`src/rtl/e203_exu_flush_ctrl_pkg.sv`:
```
// Shared types for the EXU flush arbiter: FSM states, grant owner id and default widths.
package e203_exu_flush_ctrl_pkg;

  localparam int E203_PC_SIZE = 32;
  localparam int FLUSH_CNT_W  = 16;

  typedef enum logic {
    ST_IDLE = 1'b0,
    ST_HOLD = 1'b1
  } flush_state_e;

  typedef enum logic {
    WIN_EXCP = 1'b0,
    WIN_BRCH = 1'b1
  } flush_win_e;

endpackage

```
`src/rtl/e203_exu_flush_ctrl_satcnt.sv`:
```
// Saturating event counter: increments on inc, sticks at all-ones, clr wins over inc.
// Latency: count visible the cycle after the event. Backpressure: none.
module e203_exu_flush_satcnt #(
  parameter int W = 16
) (
  input  logic         clk,
  input  logic         rst_n,
  input  logic         clr,
  input  logic         inc,
  output logic [W-1:0] cnt
);

  logic [W-1:0] cnt_q, cnt_d;

  always_comb begin
    cnt_d = cnt_q;
    if (clr) begin
      cnt_d = '0;
    end else if (inc && (cnt_q != {W{1'b1}})) begin
      cnt_d = cnt_q + {{(W-1){1'b0}}, 1'b1};
    end
  end

  always_ff @(posedge clk or negedge rst_n) begin
    if (!rst_n) begin
      cnt_q <= '0;
    end else begin
      cnt_q <= cnt_d;
    end
  end

  assign cnt = cnt_q;

endmodule

```
`src/rtl/e203_exu_flush_ctrl.sv`:
```
// Flush arbiter excp > brch toward the IFU; per-source counters under E203_FLUSH_PERF_CNT_EN.
// Latency: zero-cycle grant in IDLE; a refused flush is locked in HOLD until the IFU acks.
// Backpressure: requester acks only on pipe_flush_req & pipe_flush_ack; HOLD blocks preemption.
module e203_exu_flush_ctrl
  import e203_exu_flush_ctrl_pkg::*;
#(
  parameter int PC_SIZE = E203_PC_SIZE,
  parameter int CNT_W   = FLUSH_CNT_W
) (
  input  logic               clk,
  input  logic               rst_n,
  input  logic               excp_flush_req,
  input  logic [PC_SIZE-1:0] excp_flush_add_op1,
  input  logic [PC_SIZE-1:0] excp_flush_add_op2,
  output logic               excp_flush_ack,
  input  logic               brch_flush_req,
  input  logic [PC_SIZE-1:0] brch_flush_add_op1,
  input  logic [PC_SIZE-1:0] brch_flush_add_op2,
  output logic               brch_flush_ack,
  output logic               pipe_flush_req,
  output logic [PC_SIZE-1:0] pipe_flush_add_op1,
  output logic [PC_SIZE-1:0] pipe_flush_add_op2,
  input  logic               pipe_flush_ack,
  output logic               flush_pulse,
  output logic               flush_busy,
  input  logic               cnt_clr,
  output logic [CNT_W-1:0]   excp_flush_cnt,
  output logic [CNT_W-1:0]   brch_flush_cnt
);

  flush_state_e       state_q, state_d;
  flush_win_e         win_q, win_d, win_cur;
  logic [PC_SIZE-1:0] op1_q, op1_d, op2_q, op2_d;

  always_comb begin
    state_d            = state_q;
    win_d              = win_q;
    op1_d              = op1_q;
    op2_d              = op2_q;
    win_cur            = excp_flush_req ? WIN_EXCP : WIN_BRCH;
    pipe_flush_req     = excp_flush_req | brch_flush_req;
    pipe_flush_add_op1 = excp_flush_req ? excp_flush_add_op1 : brch_flush_add_op1;
    pipe_flush_add_op2 = excp_flush_req ? excp_flush_add_op2 : brch_flush_add_op2;
    if (state_q == ST_HOLD) begin
      // Grant is locked: live requester inputs are ignored until the IFU accepts.
      win_cur            = win_q;
      pipe_flush_req     = 1'b1;
      pipe_flush_add_op1 = op1_q;
      pipe_flush_add_op2 = op2_q;
      if (pipe_flush_ack) begin
        state_d = ST_IDLE;
      end
    end else if (pipe_flush_req && !pipe_flush_ack) begin
      state_d = ST_HOLD;
      win_d   = win_cur;
      op1_d   = pipe_flush_add_op1;
      op2_d   = pipe_flush_add_op2;
    end
  end

  always_ff @(posedge clk or negedge rst_n) begin
    if (!rst_n) begin
      state_q <= ST_IDLE;
      win_q   <= WIN_EXCP;
      op1_q   <= '0;
      op2_q   <= '0;
    end else begin
      state_q <= state_d;
      win_q   <= win_d;
      op1_q   <= op1_d;
      op2_q   <= op2_d;
    end
  end

  assign flush_pulse    = pipe_flush_req & pipe_flush_ack;
  assign flush_busy     = (state_q == ST_HOLD);
  assign excp_flush_ack = flush_pulse & (win_cur == WIN_EXCP);
  assign brch_flush_ack = flush_pulse & (win_cur == WIN_BRCH);

`ifdef E203_FLUSH_PERF_CNT_EN
  e203_exu_flush_satcnt #(.W(CNT_W)) u_excp_cnt (
    .clk   (clk),
    .rst_n (rst_n),
    .clr   (cnt_clr),
    .inc   (excp_flush_ack),
    .cnt   (excp_flush_cnt)
  );

  e203_exu_flush_satcnt #(.W(CNT_W)) u_brch_cnt (
    .clk   (clk),
    .rst_n (rst_n),
    .clr   (cnt_clr),
    .inc   (brch_flush_ack),
    .cnt   (brch_flush_cnt)
  );
`else
  logic unused_cnt_clr;
  assign unused_cnt_clr = cnt_clr;
  assign excp_flush_cnt = '0;
  assign brch_flush_cnt = '0;
`endif

endmodule
```
`config.mk`:
```
export PLATFORM = sky130hd
export DESIGN_NAME = e203_exu_flush_ctrl
export DESIGN_NICKNAME = d
export VERILOG_FILES = /design/src/rtl/e203_exu_flush_ctrl_pkg.sv /design/src/rtl/e203_exu_flush_ctrl_satcnt.sv /design/src/rtl/e203_exu_flush_ctrl.sv
export SDC_FILE = /design/constraint.sdc
export NUM_CORES = 1
export LEC_CHECK = 0
export BUFFER_PORTS_ARGS = -buffer_cell sky130_fd_sc_hd__clkbuf_2
export CORE_MARGIN = 2
export CORE_UTILIZATION = 50
export DETAILED_ROUTE_END_ITERATION = 7
export GPL_TIMING_DRIVEN = 0
export HOLD_SLACK_MARGIN = 0.06
export PLACE_DENSITY = 0.87
export SYNTH_ARGS = -nofsm -noshare
export SYNTH_HDL_FRONTEND = slang
export SYNTH_SLANG_ARGS = --single-unit
```
`constraint.sdc`:
```
create_clock -name clk -period 2.89 [get_ports clk]
set_clock_uncertainty 0.15 [all_clocks]
set_input_delay 0.1445 -clock clk [delete_from_list [all_inputs] [get_ports clk]]
set_output_delay 0.1445 -clock clk [all_outputs]
set_load 0.03 [all_outputs]
```
== Word level (Yosys, flattened, before mapping) ==
Index checks and enable logic that the tools add are counted.
Word-level totals
  register bits: 66
  output and inout port bits: 101
Operators by class
  muxes and demuxes: 10
  bitwise logic cells: 6
  reductions and logical operators: 3
Operator list (number)
  32-bit 2-to-1 mux: 4
  1-bit 2-to-1 mux: 6
  1-bit bitwise AND: 3
  1-bit NOT: 2
  2-bit AND reduction: 1
  1-bit logical AND: 1
  1-bit zero test: 1
  1-bit OR: 1

== Logic depth before layout (Yosys ltp) ==
  depth after elaboration: 4
  gate-level depth with buffers: 6
  depth with buffers taken out: 3

== Worst setup path after synthesis ==
No wires, ideal clock.
  path type: register to output
  start point: register state_q, in the netlist flush_busy
  end point: output port brch_flush_ack
  arrival: 1819 ps
  setup slack: 777 ps
  stages on the path, launching flop included: 5
  path buffers: 2
  path through: dfrtp_1 buf_2 buf_2 nand2_1 a21boi_0
Between the ends
  word-level cells in the longest chain between the ends: 3
Ends and longest elaborated chain
  start, declared: RTL line e203_exu_flush_ctrl.sv:31  | flush_state_e state_q, state_d;
  start signal, assigned: RTL line e203_exu_flush_ctrl.sv:68  | state_q <= state_d;
  1-bit 2-to-1 mux: RTL line e203_exu_flush_ctrl.sv:44  | if (state_q == ST_HOLD) begin
  1-bit bitwise AND: RTL line e203_exu_flush_ctrl.sv:75  | assign flush_pulse = pipe_flush_req & pipe_flush_ack;
  1-bit bitwise AND (*): RTL line e203_exu_flush_ctrl.sv:78  | assign brch_flush_ack = flush_pulse & (win_cur == WIN_BRCH);
  end, declared: RTL line e203_exu_flush_ctrl.sv:19  | output logic brch_flush_ack,
Mark *: on every way between the ends. The rest lies on a longest branch, timed or not.

== Worst setup path in the final report ==
Same ends and word-level chain as after synthesis.

==> summary.txt <==
Status
  • Outcome: complete, no violations

Pwr
  • Seq pwr share: 0.345
  • Sw Pwr: approximately 0.0013 W
  • Cell internal pwr: 0.00233 W
  • Worst VDD drop: ~0.31 mV
  • PD cells: roughly 490 mW/mm²
  • PnR Total Power: 0.00358 W
  • Combinational Power Share: 0.446
  • Clock Power Share: 0.209
  • Sw Ratio: 0.349
  • Reported leakage power: 3.70 nW

Synth
  • EDFF count, synth: 0
  • Seq cells post-synth: 66
  • Synth cell types: 18
  • Syn Area/Cell: 14.3 µm²
  • Sequential element share of the synthesized area: 0.355
  • Synth Warn #: 0
  • Mapped cell area: 0.00466 mm²
  • FFs w/ async S/R, synth: 1.00
  • Cells after Synth: 326
  • Synth Flop Type: dfrtp_1

CTS
  • Clk_lat worst skew: 0.33 ns
  • # Post-CTS Setup Buffers: 0
  • Post-CTS Resized: 0
  • CTS root buffer: clkbuf_8
  • CTS buffer count: 9
  • H-tree depth: 3
  • Clock transition at path regs: roughly 0.07 ns
  • CTS tree: built
  • # clock sinks: 66
  • Max clock buf depth: 2

Flow run
  • Number of max-cap violations: 0

Timing
  • Final WS setup: 0.370 ns
  • Highest clock rate: 397 MHz
  • Endpoints failing hold: 0
  • Setup_tns: 0 ns
  • Final worst path period share: 0.872
  • Setup violators final: 0
  • Worst relative slew slack: 0.391
  • Final min period: between 2 and 3 ns
  • Final-report max-slew violation count: 0
  • Unrepaired setup endpoints after global routing: no
  • Tightest Pin Transition: 0.913 ns

Finish
  • Filler Cells Inserted: 502
  • Commonest non-fill, non-tap cells in the layout: 199 x clkbuf_2, 122 x dlygate4sd3_1, 105 x mux2_2, 87 x mux2_4, 66 x dfrtp_1
  • Nets@finish: 824
  • # diodes: 0
  • Share of cells above drive strength 1: 0.658
  • Commonest non-fill, non-tap cell in the layout: clkbuf_2
  • Final Core Density: 0.799
  • Area delta synth->final: 57.1%

Detailed routing
  • DR vias: ~4000
  • DR WL/cell: roughly 18 µm
  • Post-route ant nets: 0
  • Routed Wire Length: 14700 µm
  • 1st-pass router iterations: 5
  • Iter 0 DRT Violations: 87
  • Drt drc: 0
  • Vias per std cell: 4.95

Floorplan
  • DIE AREA: 0.0101 mm²
  • Starting Density: 0.509
  • FP Rows: 35
  • IO Count: ~240
  • Core area: 0.00915 mm²
  • Die H: 100 µm
  • Chip Width: 100 µm

Worst setup path
  • FF-to-FF End: op1_q[22]
  • Crit path launch: flush_busy
  • Crit Path Class: reg2out
  • Worst setup path end: brch_flush_ack
  • Reg2reg path depth: 5
  • Critical Path RT: 2.60 ns
  • Flop-to-flop setup slack: 1.05 ns
  • Reg2reg start: flush_busy
  • Data arrival, critical path: roughly 2.2 ns
  • Type of origin of the critical path: register
  • Crit end category: output pin
  • Worst-path maximum fanout: 10

Global route
  • GRT Total Usage: 0.294
  • Vias in the first global route: about 4600
  • First-pass GRT wire length: 22900 µm
  • Largest net degree at the start of global routing: 67
  • Grt ovf: 0
  • Initial antenna violation count: 0

Place
  • IO Port Bufs: 200
  • DP Wirelength: 8410 µm
  • Routability cong.: between 0.8 and 0.9
  • DP Worst Slack: just over 0.8 ns

Min path
  • Worst hold path type: in2reg
  • Hold Startpoint: brch_flush_add_op1[19]
==> cell families after synthesis <==
family | count (synthesis) | synth area share
other cells | 1 | 0.000805
compound gates | 4 | 0.00538
buf+inv | 54 | 0.0946
mux | 192 | 0.535
flops | 66 | 0.355
simple gates | 9 | 0.00994
==> critical path, stage by stage, from the launching register on <==
cell and delay [ns]:
dfrtp_1 0.47, buf_2 0.30, buf_2 0.31, nand2_1 0.12, a21boi_0 0.40, clkbuf_2 0.29
==> what timing repair did <==
action,CTS,global route
hold buffers,122,0
setup endpoints to repair,0,0
endpoints found under the hold margin,130,0
==> stage by stage <==
step | instances | area (µm²) | hold WS [ns]
3_5_place_dp | 668 | 5910 | 0.204
3_3_place_gp | 668 | 5910 | 0.214
2_1_floorplan | 357 | 4770 | -0.301
5_1_grt | 806 | 7310 | 0.0624
4_1_cts | 806 | 7310 | 0.0605
6_report | 806 | 7310 | 0.0711
==> power groups by stage <==
stage | registers [W] | clock network (W) | logic, W
3_3_place_gp | 0.00122 | 0 | 0.00136
6_report | 0.00123 | 0.000750 | 0.00160
5_1_grt | 0.00125 | 0.000792 | 0.00168
4_1_cts | 0.00122 | 0.000753 | 0.00156
3_5_place_dp | 0.00123 | 0 | 0.00140
2_1_floorplan | 0.00120 | 0 | 0.00107
==> synthesized netlist by cell type, types with 2 or more instances <==
library cell,number,area share
buf_2,8,0.0086
mux2_2,105,0.25
buf_1,2,0.0016
buf_6,8,0.019
buf_12,2,0.0086
a21oi_1,2,0.0022
dfrtp_1,66,0.35
buf_4,33,0.053
mux2_4,87,0.28
nand2_1,3,0.0024
nor2_1,3,0.0024
==> worst min-delay path by stage <==
stage / end / depth (start not counted)
6_report: op1_q[19] / 3
2_1_floorplan: flush_busy / 0
4_1_cts: op1_q[10] / 3
3_3_place_gp: flush_busy / 2
5_1_grt: op1_q[7] / 3
3_5_place_dp: op1_q[16] / 1
==> cell type report <==
cell class	count	area, µm²	area share
clock inverters	3	40.0	0.00547
well taps	111	139	0.0190
plain buffers	54	440	0.0602
multi-input cells	237	2680	0.366
clock buffers	13	139	0.0190
flip-flops and latches	66	1650	0.226
repair buffers	322	2220	0.304
==> routing by layer <==
metal  GRT usage  wire length (µm)  up-vias
met5           0                 0        -
met4       0.141               550        0
met3      0.0617               750       49
met2       0.562              8110      177
met1       0.300              5250     1927
li1            -                 -     1833
==> sequential cells by signal, summed over array words and instances, names as in the netlist <==
signal and cells:
op2_q 32, flush_busy 1, win_q 1, op1_q 32
Note: power is estimated with default switching activity, not from simulation.
